--- config.mk ---
export PLATFORM = sky130hd
export DESIGN_NAME = truth_table_sweeper
export DESIGN_NICKNAME = d
export VERILOG_FILES = /design/src/rtl/lab04_pkg.sv /design/src/rtl/sweep_settle_cnt.sv /design/src/rtl/truth_table_sweeper.sv
export SDC_FILE = /design/constraint.sdc
export NUM_CORES = 1
export LEC_CHECK = 0
export CORE_MARGIN = 8
export CORE_UTILIZATION = 39
export CTS_CLUSTER_DIAMETER = 120
export DETAILED_ROUTE_END_ITERATION = 7
export GPL_TIMING_DRIVEN = 1
export HOLD_SLACK_MARGIN = 0.05
export SLEW_MARGIN = 15
export SYNTH_ARGS = -nofsm -noshare
export SYNTH_HDL_FRONTEND = slang
export SYNTH_SLANG_ARGS = --single-unit
export TNS_END_PERCENT = 20
--- constraint.sdc ---
create_clock -name clk -period 5.18 [get_ports clk]
set_clock_uncertainty 0.05 [all_clocks]
set_input_delay 1.295 -clock clk [delete_from_list [all_inputs] [get_ports clk]]
set_output_delay 1.295 -clock clk [all_outputs]
set_load 0.01 [all_outputs]
--- src/rtl/lab04_pkg.sv ---
// Shared types and constants for the truth-table sweeper.
// Pure declarations; no latency or flow control of its own.
package lab04_pkg;

  typedef enum logic [1:0] {IDLE, SETTLE, SAMPLE, FINISH} sweep_state_t;

  localparam int SETTLE_CNT_W = 4;

  function automatic int num_vec(input int n);
    return 1 << n;
  endfunction

endpackage

--- src/rtl/sweep_settle_cnt.sv ---
// Loadable down-counter that times the settle interval for each vector.
// Load takes effect next edge; decrement saturates at zero; no backpressure.
module sweep_settle_cnt
  import lab04_pkg::*;
(
  input  logic                    clk,
  input  logic                    rst_n,
  input  logic                    i_load,
  input  logic [SETTLE_CNT_W-1:0] i_load_val,
  input  logic                    i_dec,
  output logic                    o_zero
);

  logic [SETTLE_CNT_W-1:0] r_cnt;

  always_ff @(posedge clk or negedge rst_n) begin
    if (!rst_n) begin
      r_cnt <= '0;
    end else if (i_load) begin
      r_cnt <= i_load_val;
    end else if (i_dec && (r_cnt != '0)) begin
      r_cnt <= r_cnt - SETTLE_CNT_W'(1);
    end
  end

  assign o_zero = (r_cnt == '0);

endmodule

--- src/rtl/truth_table_sweeper.sv ---
// Drives every input vector onto a combinational function, samples its output and checks it against a latched mask.
// Each vector costs SETTLE+2 cycles, done pulses 2^N_IN*(SETTLE+2)+1 cycles after start; start is ignored while busy.
module truth_table_sweeper
  import lab04_pkg::sweep_state_t, lab04_pkg::num_vec, lab04_pkg::SETTLE_CNT_W;
#(
  parameter  int N_IN   = 4,
  parameter  int SETTLE = 1,
  localparam int NV     = num_vec(N_IN)
) (
  input  logic            clk,
  input  logic            rst_n,
  input  logic            start,
  input  logic            abort,
  input  logic [NV-1:0]   expected,
  output logic [N_IN-1:0] dut_in,
  input  logic            dut_y,
  output logic            busy,
  output logic            done,
  output logic            pass,
  output logic [NV-1:0]   captured,
  output logic [N_IN-1:0] first_err,
  output logic            err_valid
);

  sweep_state_t    r_state;
  sweep_state_t    w_next;
  logic [N_IN:0]   r_idx;
  logic [NV-1:0]   r_exp_q;
  logic [NV-1:0]   r_captured;
  logic [N_IN-1:0] r_first_err;
  logic            r_err_valid;
  logic            r_pass;
  logic            w_last;
  logic            w_cnt_load;
  logic            w_cnt_dec;
  logic            w_cnt_zero;

  // idx carries one spare bit so the last-vector compare can never wrap to zero
  assign w_last = (r_idx == (N_IN+1)'(NV-1));

  sweep_settle_cnt u_settle_cnt (
    .clk        (clk),
    .rst_n      (rst_n),
    .i_load     (w_cnt_load),
    .i_load_val (SETTLE_CNT_W'(SETTLE)),
    .i_dec      (w_cnt_dec),
    .o_zero     (w_cnt_zero)
  );

  always_ff @(posedge clk or negedge rst_n) begin
    if (!rst_n) begin
      r_state <= lab04_pkg::IDLE;
    end else begin
      r_state <= w_next;
    end
  end

  always_comb begin
    w_next     = r_state;
    w_cnt_load = 1'b0;
    w_cnt_dec  = 1'b0;
    case (r_state)
      lab04_pkg::IDLE: begin
        if (start) begin
          w_next     = lab04_pkg::SETTLE;
          w_cnt_load = 1'b1;
        end
      end
      lab04_pkg::SETTLE: begin
        if (abort) begin
          w_next = lab04_pkg::IDLE;
        end else if (w_cnt_zero) begin
          w_next = lab04_pkg::SAMPLE;
        end else begin
          w_cnt_dec = 1'b1;
        end
      end
      lab04_pkg::SAMPLE: begin
        if (abort) begin
          w_next = lab04_pkg::IDLE;
        end else if (w_last) begin
          w_next = lab04_pkg::FINISH;
        end else begin
          w_next     = lab04_pkg::SETTLE;
          w_cnt_load = 1'b1;
        end
      end
      lab04_pkg::FINISH: w_next = lab04_pkg::IDLE;
      default:           w_next = lab04_pkg::IDLE;
    endcase
  end

  always_ff @(posedge clk or negedge rst_n) begin
    if (!rst_n) begin
      r_idx       <= '0;
      r_exp_q     <= '0;
      r_captured  <= '0;
      r_first_err <= '0;
      r_err_valid <= 1'b0;
      r_pass      <= 1'b0;
    end else begin
      case (r_state)
        lab04_pkg::IDLE: begin
          if (start) begin
            r_idx       <= '0;
            r_exp_q     <= expected;
            r_captured  <= '0;
            r_first_err <= '0;
            r_err_valid <= 1'b0;
            r_pass      <= 1'b0;
          end
        end
        lab04_pkg::SETTLE: begin
          if (abort) begin
            r_idx  <= '0;
            r_pass <= 1'b0;
          end
        end
        lab04_pkg::SAMPLE: begin
          if (abort) begin
            r_idx  <= '0;
            r_pass <= 1'b0;
          end else begin
            r_captured[r_idx[N_IN-1:0]] <= dut_y;
            if ((dut_y != r_exp_q[r_idx[N_IN-1:0]]) && !r_err_valid) begin
              r_first_err <= r_idx[N_IN-1:0];
              r_err_valid <= 1'b1;
            end
            if (!w_last) begin
              r_idx <= r_idx + (N_IN+1)'(1);
            end
          end
        end
        lab04_pkg::FINISH: r_pass <= !r_err_valid;
        default: ;
      endcase
    end
  end

  assign dut_in    = r_idx[N_IN-1:0];
  assign busy      = (r_state != lab04_pkg::IDLE);
  assign done      = (r_state == lab04_pkg::FINISH);
  assign pass      = r_pass;
  assign captured  = r_captured;
  assign first_err = r_first_err;
  assign err_valid = r_err_valid;

endmodule
**Word-level counts from Yosys, hierarchy flattened**

Cells that the tools add are included.

- Add/subtract/negate cells: 2
- Reductions and logical operators: 18
- Muxes and demuxes: 38
- Eq/ne operators: 12
- Magnitude comparators: 2

Operators with widths:

| kind | count |
|---|---|
| $mux 16 | 2 |
| $pmux 16 s2 | 1 |
| $mux 4 | 5 |
| $mux 5 | 4 |
| $bwmux 16 | 1 |
| $pmux 5 s3 | 1 |
| $mux 1 | 12 |
| $mux 2 | 5 |
| $ne 2x2->1 const B | 4 |
| $pmux 2 s4 | 1 |
| $pmux 4 s2 | 1 |
| $reduce_and 4->1 | 2 |
| $reduce_and 2->1 | 3 |
| $reduce_bool 2->1 | 3 |
| $add 5x1->5 const B | 1 |
| $eq 5x4->1 const B | 1 |
| $lt 4x5->1 const B | 1 |
| $bmux 1 s4 | 1 |
| $demux 1 s4 | 1 |
| $eq 2x2->1 const B | 2 |
| $ge 4x1->1 const B | 1 |
| $logic_not 4->1 | 1 |
| $pmux 1 s2 | 2 |
| $reduce_bool 4->1 | 1 |
| 13 further kinds | 15 |

- Word-level logic and storage cells: 80
- Flip-flop bits (word level): 49
- Input bits: 21

**Longest topological paths before layout**

Gate-level depths: netlist (run 1).

- Depth in word-level cells: 7
- Mapped depth: 8

**Hierarchy**

Synthesis (run 1) repeated with hierarchy kept, for this count alone.

- Cells, all modules: 260
- Area total of the unflattened synthesis: 2693.8 sq um

By module, submodules not included:

| module | cells an instance | area an instance (sq um) | instances |
|---|---|---|---|
| truth_table_sweeper | 233 | 2423.6 | 1 |
| sweep_settle_cnt | 27 | 270.3 | 1 |

**Worst setup path before layout (run 1)**

OpenSTA, ideal clock, no wires.

- Path type: input to register
- Start point: input start
- End point: register r_captured[10], in the netlist captured[10]
- Setup slack: 2.786 ns
- Arrival: 2.262 ns
- Stages on the path: 6
- Setup time: 0.083 ns
- Cells stage by stage: nand2b_1 > o211ai_1 > nor2_1 > clkbuf_1 > mux2i_1 > o21ai_0

- Word-level cells in the longest chain between the ends: 2

Ends and longest elaborated chain:

| what | RTL line | source |
|---|---|---|
| from (decl) | truth_table_sweeper.sv:12 | `input logic start,` |
| $ne 2x2->1 (no source line) | - |  |
| $reduce_and 3->1 (no source line) | - |  |
| to (signal, indexed assignment) | truth_table_sweeper.sv:124 | `r_captured[r_idx[N_IN-1:0]] <= dut_y;` |
| to (decl) | truth_table_sweeper.sv:29 | `logic [NV-1:0] r_captured;` |

Every way passes these cells.
A chain may end at the register's enable or synchronous reset.

**Worst setup path in the final report (run 1)**

- Start point: register r_idx[0]
- End point: output dut_in[0]

RTL lines:

| what | RTL line | source |
|---|---|---|
| from (decl) | truth_table_sweeper.sv:27 | `logic [N_IN:0] r_idx;` |
| from (signal assigned) | truth_table_sweeper.sv:130 | `r_idx <= r_idx + (N_IN+1)'(1);` |
| to (decl) | truth_table_sweeper.sv:15 | `output logic [N_IN-1:0] dut_in,` |

No word-level cell between the ends.

==> results.md, run 1 <==
| Metric | Reported | Unit |
|:---|:---|:---|
| Outcome | finished clean | - |
| Cell accounting for the most synthesized area | dfrtp_1 | - |
| Worst Hold Launch | r_idx[4] | - |
| DRC violation total after the first TritonRoute iteration | 76 | - |
| Gp weighted congestion | 0.733 | - |
| Hold-critical path depth | 2 | - |
| Slowest CP cell | dfrtp_1 | - |
| Total power density per cell area | 393 | nW/um^2 |
| Root buffer cell | clkbuf_8 | - |
| TritonCTS clock tree | done | - |
| Cell area after placement | 3150 | sq um |
| Max incr delay on CP | 0.76 | ns |
| Highest Clock Rate | 326 | MHz |
| Number of resized instances in the post-cts repair step | 0 | - |
| Final setup violation count | 0 | - |
| Number of nets with antenna violations after detailed routing | 0 | - |
| Height of the chip | 98.0 | um |
| Top_reg_cell synth | dfrtp_1 | - |
| Final worst path period need | 3.07 | ns |
| Global-route wire length before repair | 10.1 | mm |
| Worst-path fanout max | 14 | - |
| Number of synthesized register bits | 49 | - |
| FF-to-FF path depth | 8 | - |
| R2R setup slack | 2.38 | ns |
| Data required time of the critical path | 3.84 | ns |
| Mean area per synthesized cell | 10.2 | sq um |
| Worst-Margin Slew | 0.716 | ns |
| Post-Synthesis Net Count | 289 | - |
| Type of element capturing the critical path | output pin | - |
| Cell chain of the critical path | clkdlybuf4s50_1 | - |
| Highest ir drop seen on vdd | 0.000179 | V |
| Cts hold-fix bufs | 0 | - |
| Number of buffers and inverters on the critical path | 1 | - |
| Combinational power share | 0.366 | - |
| Layer carrying the most global-route usage | met2 | - |
| Share of the yosys chip area belonging to registers | 0.468 | - |
| Met1 Use GR | 0.164 | - |
| Die extent in x | 98.0 | um |
| Number of instances in the synthesized netlist | 257 | - |
| Final standard cell utilization of the core | 0.491 | - |
| Ratio of routed vias to standard cells | 5.04 | - |
| Largest net degree at the start of global routing | 50 | - |
| Remaining global-route overflow | 0 | - |
| RSZ-0062 raised after global routing | no | - |
| Met3 GRT Util | 0.0363 | - |
| Largest delay share family, worst path | flip-flops | - |
| Internal power | 853 | uW |
| Floorplan core area | 6640 | sq um |
| Number of buffers created by CTS | 5 | - |
| Total number of yosys warnings | 0 | - |
| Number of placement rows | 30 | - |
| Number of remaining DRC errors | 0 | - |
| Initial core utilization | 0.395 | - |
| Post-synthesis cell type count | 34 | - |
| Leading cell types by total area after synthesis | dfrtp_1, mux2i_1, nand2_1 | - |
| Category of the critical setup timing path | register to output pin | - |
| Post-synthesis async set-or-reset flop share | 1.00 | - |
| Total Nets Final | 334 | - |
| Final routed wire length divided by cell count | 15.1 | um |
| Total via count after detailed routing | 1930 | - |
| Commonest non-fill, non-tap cells in the layout | nand2_1, dfrtp_1, clkdlybuf4s50_1 | - |
| Clock share of power | 0.223 | - |
| Number of antenna violations at the first check in global routing | 0 | - |
| Final wirelength | 5.78 | mm |
| Die area | 9600 | sq um |
| Sum Neg Setup Slack | 0 | ns |
| Share of the synthesized area in the top cell type | 0.468 | - |
| Number of global-route vias before repair | 2022 | - |
| Synth Cell Area | 2620 | sq um |
| Layout cell share with drive strength beyond 1 | 0.109 | - |
| Total I/O pin count | 49 | - |
| Hold slack final | 0.437 | ns |
| Arrival time reported for the critical path endpoint | 1.72 | ns |
| Number of levels the H-tree was split into | 2 | - |
| Fin. Hold Viols | 0 | - |
| Clock sink total | 49 | - |
| Bufs on Longest Clock Path | 2 | - |
| Fraction of power consumed by sequential logic | 0.411 | - |
| Hpwl dp | 4.06 | mm |
| Min-delay worst type | register to register | - |
| Final-report max-slew violation count | 0 | - |
| FF-to-FF Start | r_idx[0] | - |
| Sw Share | 0.335 | - |
| Met2 Track Usage GR | 0.202 | - |
| Layout overhead on the synthesized area | 24.5 | % |
| Hold EP | r_idx[4] | - |
| Power spent charging and discharging nets | 430 | uW |
| Overall track demand over capacity in global routing | 0.128 | - |
| R2r endpoint | r_idx[3] | - |
| Final worst path period share | 0.592 | - |
| Final antenna diode count | 0 | - |
| Clock-pin slew reported for the worst setup and hold paths after clock tree synthesis | 0.09 | ns |
| Clock latency at the later pin of the worst-skew pair | 0.30 | ns |
| Final Cell Area | 3260 | sq um |
| Fill cell instance count of the final layout | 625 | - |
| Worst max-slew margin expressed relative to the limit | 0.521 | - |
| Post-CTS setup-driven buffer insertion count | 0 | - |
| Router iterations before antenna repair | 5 | - |
| Leak | 1.43 | nW |
| Buffers added on ports | 48 | - |
| Number of violations of the max-capacitance limit | 0 | - |
| Number of synthesized flops with an enable pin | 0 | - |
| Setup crit start kind | register | - |
-- worst max path at each step --
stage                       endpoint      from  cells after the start  slack (ns)
5_1_grt                    dut_in[0]  r_idx[0]                      1        1.97
3_5_place_dp   u_settle_cnt.r_cnt[0]     start                      4        2.13
2_1_floorplan           captured[10]     start                      6        2.79
4_1_cts                    dut_in[0]  r_idx[0]                      1        2.06
6_report                   dut_in[0]  r_idx[0]                      1        2.11
3_3_place_gp            captured[15]     abort                      8        2.15
-- cells by family after synthesis --
| group | after synthesis | synth area share |
|---|---|---|
| DFF | 49 | 0.468 |
| xor gates and xnor gates | 3 | 0.0100 |
| buffers and inverters | 27 | 0.0473 |
| muxes | 44 | 0.192 |
| AOI/OAI and AO/OA | 41 | 0.0936 |
| adders and majority gates | 11 | 0.0525 |
| and+or+nand+nor | 82 | 0.137 |
-- sequential cells by signal, summed over array words and instances (netlist names) --
signal,cells
captured,16
r_exp_q,16
r_idx,5
first_err,4
u_settle_cnt.r_cnt,4
r_state,2
err_valid,1
pass,1
-- metal layers --
layer | wire length [um] | part of all wire
met5 | 0 | 0
met3 | 256 | 0.044
met1 | 2820 | 0.49
met4 | 69 | 0.012
met2 | 2630 | 0.46
-- worst register-to-register path, cell delays in order (launching register included) --
cell and delay [ns]:
dfrtp_1 0.76, ha_1 0.43, and3_1 0.26, ha_1 0.19
a21oi_1 0.09, o211ai_1 0.61, nor3_1 0.11, a21oi_1 0.13
o21ai_0 0.08
-- power groups by stage --
stage               combinational, mW  sequential (mW)  clock, mW
floorplan                       0.343            0.520          0
global placement                0.467            0.534          0
detailed placement              0.473            0.537          0
CTS                             0.476            0.528      0.295
global route                    0.529            0.543      0.308
finish                          0.469            0.527      0.286
-- Yosys cell counts, types with 5 or more instances --
cell type	instances
a21oi_1	5
clkbuf_1	8
dfrtp_1	49
ha_1	11
inv_1	14
mux2_2	16
mux2i_1	24
nand2_1	49
nor2_1	11
o211ai_1	5
o21ai_0	22
-- layout make-up --
| cell class | count | area [sq um] | area share |
|---|---|---|---|
| Multi-Input combinational cell | 181 | 1270 | 0.389 |
| Tap cell | 80 | 100 | 0.0307 |
| Sequential cell | 49 | 1230 | 0.376 |
| Clock buffer | 7 | 86.3 | 0.0264 |
| Timing Repair Buffer | 51 | 498 | 0.153 |
| Inverter | 14 | 52.6 | 0.0161 |
| Clock inverter | 1 | 30.0 | 0.00920 |
-- stage by stage --
step | setup WS, ns | total power, mW | cells
floorplan | 2.79 | 0.864 | 257
global placement | 2.15 | 1.00 | 375
detailed placement | 2.13 | 1.01 | 375
CTS | 2.06 | 1.30 | 383
global route | 1.97 | 1.38 | 383
finish | 2.11 | 1.28 | 383
Note: power is estimated with default switching activity, not from simulation.
==> inputs of run 2 (changes only) <==
- clock period: 5.18 -> 2.6 ns (I/O delays scaled with it)
==> results.md, run 2 (synthesis gave the netlist of run 1 again) <==
| Metric | Reported | Unit |
|:---|:---|:---|
| Outcome | finished clean | - |
| Hpwl dp | 4.27 | mm |
| TritonCTS clock tree | done | - |
| Ratio of routed vias to standard cells | 5.09 | - |
| Fin. Hold Viols | 0 | - |
| Setup crit start kind | register | - |
| Worst-path fanout max | 5 | - |
| Met1 Use GR | 0.167 | - |
| Number of remaining DRC errors | 0 | - |
| Layer carrying the most global-route usage | met2 | - |
| Root buffer cell | clkbuf_8 | - |
| Layout cell share with drive strength beyond 1 | 0.124 | - |
| Post-CTS setup-driven buffer insertion count | 0 | - |
| Type of element capturing the critical path | output pin | - |
| Leak | 1.45 | nW |
| Final-report max-slew violation count | 0 | - |
| Number of antenna violations at the first check in global routing | 0 | - |
| Cell area after placement | 3190 | sq um |
| Category of the critical setup timing path | register to output pin | - |
| Worst-Margin Slew | 0.524 | ns |
| Clock latency at the later pin of the worst-skew pair | 0.30 | ns |
| Cell chain of the critical path | inv_1 -> ha_1 -> inv_1 -> clkdlybuf4s50_1 | - |
| Number of violations of the max-capacitance limit | 0 | - |
| Gp weighted congestion | 0.799 | - |
| Final wirelength | 5.87 | mm |
| Arrival time reported for the critical path endpoint | 1.67 | ns |
| Hold slack final | 0.270 | ns |
| Met2 Track Usage GR | 0.188 | - |
| Cts hold-fix bufs | 0 | - |
| Floorplan core area | 6640 | sq um |
| Total via count after detailed routing | 1969 | - |
| Total Nets Final | 338 | - |
| Total power density per cell area | 768 | nW/um^2 |
| Largest net degree at the start of global routing | 29 | - |
| Final antenna diode count | 0 | - |
| Final routed wire length divided by cell count | 15.2 | um |
| Number of levels the H-tree was split into | 2 | - |
| Bufs on Longest Clock Path | 2 | - |
| Final setup violation count | 0 | - |
| Slowest CP cell | clkdlybuf4s50_1 | - |
| Min-delay worst type | input port to async pin | - |
| Final standard cell utilization of the core | 0.495 | - |
| Number of global-route vias before repair | 2014 | - |
| Commonest non-fill, non-tap cells in the layout | nand2_1, dfrtp_1, clkdlybuf4s50_1 | - |
| Router iterations before antenna repair | 4 | - |
| Height of the chip | 98.0 | um |
| Data required time of the critical path | 1.90 | ns |
| Dpl cells | 379 | - |
| RSZ-0062 raised after global routing | no | - |
| Sum Neg Setup Slack | 0 | ns |
| Clock sink total | 49 | - |
| Initial core utilization | 0.395 | - |
| Final worst path period need | 2.37 | ns |
| Number of placement rows | 30 | - |
| Count of non-filler cells in the finished layout | 387 | - |
| Remaining global-route overflow | 0 | - |
| Total I/O pin count | 49 | - |
| Highest Clock Rate | 422 | MHz |
| Overall track demand over capacity in global routing | 0.124 | - |
| Clock-pin slew reported for the worst setup and hold paths after clock tree synthesis | 0.09 | ns |
| Final worst path period share | 0.911 | - |
| Highest ir drop seen on vdd | 0.000417 | V |
| Number of buffers created by CTS | 5 | - |
| Final Cell Area | 3290 | sq um |
| Met3 GRT Util | 0.0356 | - |
| Worst max-slew margin expressed relative to the limit | 0.647 | - |
| Max incr delay on CP | 0.54 | ns |
| DRC violation total after the first TritonRoute iteration | 55 | - |
| Global-route wire length before repair | 9.74 | mm |
| Layout overhead on the synthesized area | 25.6 | % |
| Buffers added on ports | 48 | - |
| Number of nets with antenna violations after detailed routing | 0 | - |
| Cell mode on critical path | inv_1 | - |
| Die area | 9600 | sq um |
| Number of resized instances in the post-cts repair step | 0 | - |
| Die extent in x | 98.0 | um |
## run 2: changes by cell type in the layout (fill, tap and decap cells not counted), sizes merged
| cell | previous run | this run |
|---|---|---|
| buf | 4 | 8 |
| clkinv | 0 | 1 |
| bufinv | 1 | 0 |
## run 2: worst paths after layout
check                                   endpoint        from  slack (ns)  cells past startpoint
setup reg to reg                        r_idx[3]    r_idx[0]        0.29                      9
min in group clk                        r_idx[4]    r_idx[4]        0.44                      2
hold reg to reg                         r_idx[4]    r_idx[4]        0.44                      2
max in group asynchronous  u_settle_cnt.r_cnt[1]       rst_n        1.68                      2
setup / recovery                            busy  r_state[1]        0.23                      4
hold / removal                       captured[0]       rst_n        0.27                      1
## run 2: layout make-up
class | instances | area (sq um)
clock inverter | 1 | 5.00
fill | 629 | 3350
tap | 80 | 100
sequential | 49 | 1230
clock buffer | 7 | 96.3
multi-input combinational | 181 | 1270
timing repair buffer | 55 | 541
inverter | 14 | 52.6
## run 2: metrics by stage
stage	setup slack, ns	total power, mW
after floorplan	0.562	1.72
after global placement	0.275	2.04
after detailed placement	0.286	2.06
after CTS	0.231	2.56
after global routing	0.0819	2.70
final	0.231	2.53
## run 2: per-layer routing
| layer | up-vias | part of all wire |
|---|---|---|
| met1 | 951 | 0.49 |
| met2 | 40 | 0.45 |
| li1 | 976 | - |
| met4 | 0 | 0.0065 |
| met3 | 2 | 0.045 |
| met5 | - | 0 |
## run 2: report_power, final
group	internal, mW	leakage [nW]	switching (mW)
Combinational	0.480	0.757	0.502
Clock	0.241	0.0542	0.250
Sequential	0.939	0.640	0.115
## run 2: worst max-delay path: cells and delay by family, from the launching register on
| family | cells | cell delay, ns |
|---|---|---|
| flip-flops | 1 | 0.40 |
| buffers and inverters | 3 | 0.73 |
| adder cells (fa/ha/maj) | 1 | 0.24 |
==> inputs of run 3 (changes only) <==
- CTS_CLUSTER_DIAMETER: 120 -> not set
==> results of run 3 <==
Final layout, timing and power as in run 2 (identical DEF).
